## config.mk

```make
export PLATFORM = sky130hd
export DESIGN_NAME = settle_timer
export DESIGN_NICKNAME = d
export VERILOG_FILES = /design/src/rtl/seq_cont_checker_settle_timer.sv
export SDC_FILE = /design/constraint.sdc
export NUM_CORES = 1
export LEC_CHECK = 0
export ABC_CLOCK_PERIOD_IN_PS = 1400
export CAP_MARGIN = 25
export CORE_AREA = 2 2 39 41
export CTS_CLUSTER_SIZE = 12
export DETAILED_ROUTE_END_ITERATION = 8
export DIE_AREA = 0 0 41 43
export HOLD_SLACK_MARGIN = 0.05
export PLACE_DENSITY = 0.3
export SLEW_MARGIN = 20
export SYNTH_ARGS = -nofsm -noshare
export SYNTH_HDL_FRONTEND = slang
export SYNTH_SLANG_ARGS = --single-unit
```

## constraint.sdc

```tcl
create_clock -name clk -period 1.4 [get_ports clk]
set_clock_uncertainty 0.1 [all_clocks]
set_input_delay 0.28 -clock clk [delete_from_list [all_inputs] [get_ports clk]]
set_output_delay 0.28 -clock clk [all_outputs]
set_load 0.01 [all_outputs]
```

## src/rtl/seq_cont_checker_settle_timer.sv

```systemverilog
// Loadable down-counter; expired is high whenever the count has reached zero.
module settle_timer #(
  parameter int TIMER_W = 2
) (
  input  logic               clk,
  input  logic               rst,
  input  logic               load,
  input  logic [TIMER_W-1:0] load_val,
  output logic               expired
);

  logic [TIMER_W-1:0] cnt_q;

  always_ff @(posedge clk or posedge rst) begin
    if (rst) begin
      cnt_q <= '0;
    end else if (load) begin
      cnt_q <= load_val;
    end else if (cnt_q != '0) begin
      cnt_q <= cnt_q - 1'b1;
    end
  end

  assign expired = (cnt_q == '0);

endmodule

```

**After elaboration in Yosys (flattened, before gate mapping)**

Cells that the tools add are included.

- Bits of input ports: 5
- Output and inout bits: 1
- Bits in registers: 2
- Logic and storage cells: 7

- Reductions and logical operators: 3
- $add $sub $neg: 1
- Mux-type cells: 2

Operators by type and width:

| kind | count |
|---|---|
| 2-to-1 mux 2 bit | 2 |
| nonzero test 2 bit | 2 |
| zero test 2 bit | 1 |
| subtractor 2 x 1 -> 2 bit, second input constant | 1 |

**Logic depth before layout (Yosys ltp)**

- Depth in word-level cells: 3
- Mapped depth: 4
- Gate-level depth less buffers: 4

**Worst setup path before layout**

Ideal clock, no wire load.

- Path kind: reg2reg
- Start: register cnt_q[1]
- End: register cnt_q[1]
- Required time: 1.208 ns
- Arrival: 0.988 ns
- Period minus slack after synthesis: 1.180 ns
- Buffers on the path: 0
- Slack: 0.220 ns
- Library setup time: 0.092 ns
- Cell stages (with the launch flop): 5
- Path through: dfrtp_1 > inv_1 > ha_1 > nor2b_4 > o31ai_2

- Longest elaborated chain between the ends: 3
- Elaborated cells on any way between the ends: 5
- Those cells by class: add/sub: 1; mux: 2; reduce/logical: 2

RTL lines:

| element | RTL line | text |
|---|---|---|
| start: declaration | 12 | `logic [TIMER_W-1:0] cnt_q;` |
| start signal: assignment | 18 | `cnt_q <= load_val;` |
| start signal: assignment | 20 | `cnt_q <= cnt_q - 1'b1;` |
| subtractor 2 x 1 -> 2 bit | 20 |  |
| 2-to-1 mux 2 bit | 19 | `end else if (cnt_q != '0) begin` |
| 2-to-1 mux 2 bit | 17 | `end else if (load) begin` |

Several ways; a longest one is shown, not always the timed one. The select of a mux whose other input is x is not followed.
A chain may end at the register's enable or synchronous reset.

**Worst setup path after layout**

- Start: register cnt_q[0]
- End: output expired

- Longest elaborated chain between the ends: 1

RTL lines:

| element | RTL line | text |
|---|---|---|
| zero test 2 bit | 24 | `assign expired = (cnt_q == '0);` |
| end: declaration | 9 | `output logic expired` |

No other way between the ends.

==> qor.txt <==
DRC: 0
Most flops, register: cnt_q
# nets final: 31
Antenna Cells: 0
synthesized area: 127.6 µm²
Pre-Repair DR Iteration Count: 2
CTS tree: done
Bufs on Longest Clock Path: 2
internal power: 0.2478 mW
sequential fraction of the synthesis area: 39.22%
Largest register FFs: 2
final WL: 253 µm
number of hold violations in the final report: 0
WP data required: 1020 ps
Max VDD drop: 0.3948 mV
layout cell share with drive strength beyond 1: 34.78%
die area: 1763 µm²
Setup CP Type: flop to output port
CORE AREA: 1384 µm²
1st-iter DRT viols: 2
PD cells: 1504 nW/µm²
Logic pwr share: 39.3%
reg2reg end: cnt_q[1]
Global Route Usage Sum: 4.418%
run status: finished, final reports clean
reg-to-reg startpoint: cnt_q[0]
Slew @ Worst Pin: 181.7 ps
Port Buf Inserts: 5
max_cap viols: 0
clock latency on the worst-skew pair: 220 ps
number of global-route vias before repair: 117
setup TNS: 0 ps
Vias: 114
Antenna Nets Post-Route: 0
Crit. Startpoint: cnt_q[0]
Tmin final: 1333 ps
H-tree depth: 1
P_sw: 0.09846 mW
Die Ht: 43 µm
Final Cycle Share: 95.25%
R2R Setup Slk: 150 ps
RSZ-0062 raised after global routing: false
most frequent cells in the layout: 4 x clkdlybuf4s50_1, 3 x inv_1, 3 x clkbuf_4
WL/cell: 6.487 µm
hold buffer count at cts: 0
Synth Register Bits: 2
FF-to-FF path depth: 5
I/O Pins: 6
worst min path class: primary input to asynchronous set/reset pin
Fmax: 0.7499 GHz
largest net degree at the start of global routing: 5
most common cell after layout, fill and taps aside: clkdlybuf4s50_1
library cells used by synthesis: 9
Pins Over Slew Limit: 0
Seq pwr share: 24.3%
Leakage: 0.1124 nW
Total Power: 0.3463 mW
fin util: 16.64%
biggest regs: cnt_q x2
antenna violations before repair: 0
Sw Ratio: 28.43%
# rows: 14
Via density: 2.923
CTS Buf Count: 3
Post-Syn Instances: 13
Area Overhead vs Synth: 80.39%
gr ovfl total: 0
post-synthesis area per instance: 9.817 µm²
clock sink count: 2
Starting Density: 9.222%
Syn Nets: 19
Slew HR: 87.82%
crit path launch type: flop
first-pass GRT wire length: 420 µm
Die W: 41 µm
fill cell count: 153
Post-CTS Setup Inserts: 0
clock power share: 36.5%
crit-path max FO: 2
RD Place Congestion: 0.6118
final setup fails: 0
Clock transition at path regs: 30 ps
Worst setup endpoint: expired
worst hold slack: 106.7 ps
Setup crit end kind: output port
critical path arrival: 950 ps
CTS root buffer: clkbuf_4
synth warn: 0
-- cell families (layout without fill, tap and decap cells) --
group / Yosys count / count (layout) / synth area share, %
AND/OR/NAND/NOR: 4 / 4 / 21.57
adder cells (fa/ha/maj): 1 / 1 / 9.802
buffers and inverters: 3 / 13 / 8.823
XOR/XNOR: 1 / 1 / 6.864
AO/OA/AOI/OAI: 2 / 2 / 13.72
flip-flops: 2 / 2 / 39.22
-- metal layers --
metal  vias up  GRT usage [%]  wire length [µm]
met5         -              0                 0
met4         0          8.000                 0
met3         0          3.141                28
met2         6          4.063               114
met1        48          4.180               110
li1         60              -                 -
-- worst min-delay path by stage --
stage,start,to,slack [ps],depth (start not counted)
after floorplan,rst,cnt_q[0],-80,1
after global placement,rst,cnt_q[1],350,2
after detailed placement,rst,cnt_q[1],340,2
after CTS,rst,cnt_q[0],100,2
after global routing,rst,cnt_q[1],120,2
final,rst,cnt_q[1],110,2
-- critical path, stage by stage, from the launching register on --
cell and delay, ps:
dfrtp_1 350, inv_1 50, ha_1 200, buf_2 140
-- metrics by stage --
step                      setup WS (ps)  cell area [µm²]  instances
after floorplan                   220.2            127.6         13
after global placement           -101.4            212.7         36
after detailed placement         -105.0            212.7         36
after CTS                         46.35            230.2         39
after global routing              15.17            230.2         39
final                             66.54            230.2         39
-- cell type report --
class	instances	area [µm²]	share of cell area, %
inverter	3	11.26	4.891
multi-input combinational	8	66.31	28.80
tap	16	20.02	8.696
timing repair buffer	7	60.06	26.09
clock buffer	3	22.52	9.783
sequential	2	50.05	21.74
-- cells in the mapped netlist --
cell type | instances | area (µm²)
o31ai_2 | 1 | 12.51
nor2b_1 | 1 | 6.260
inv_1 | 3 | 11.26
ha_1 | 1 | 12.51
dfrtp_1 | 2 | 50.05
o21ai_0 | 1 | 5.000
xor2_1 | 1 | 8.760
nand2_1 | 2 | 7.510
nor2b_4 | 1 | 13.76
-- repair_timing --
item,in CTS,in global routing
gates resized for setup,4,0
endpoints found under the setup margin,1,0
hold endpoints to repair,0,0
-- power groups by stage --
stage	Combinational [mW]	Sequential, mW	Clock (mW)
after floorplan	0.0791	0.0872	0
after global placement	0.146	0.0850	0
after detailed placement	0.146	0.0852	0
after CTS	0.139	0.0845	0.135
after global routing	0.150	0.0864	0.141
final	0.136	0.0840	0.126
Power figures use the tool's default switching activity.
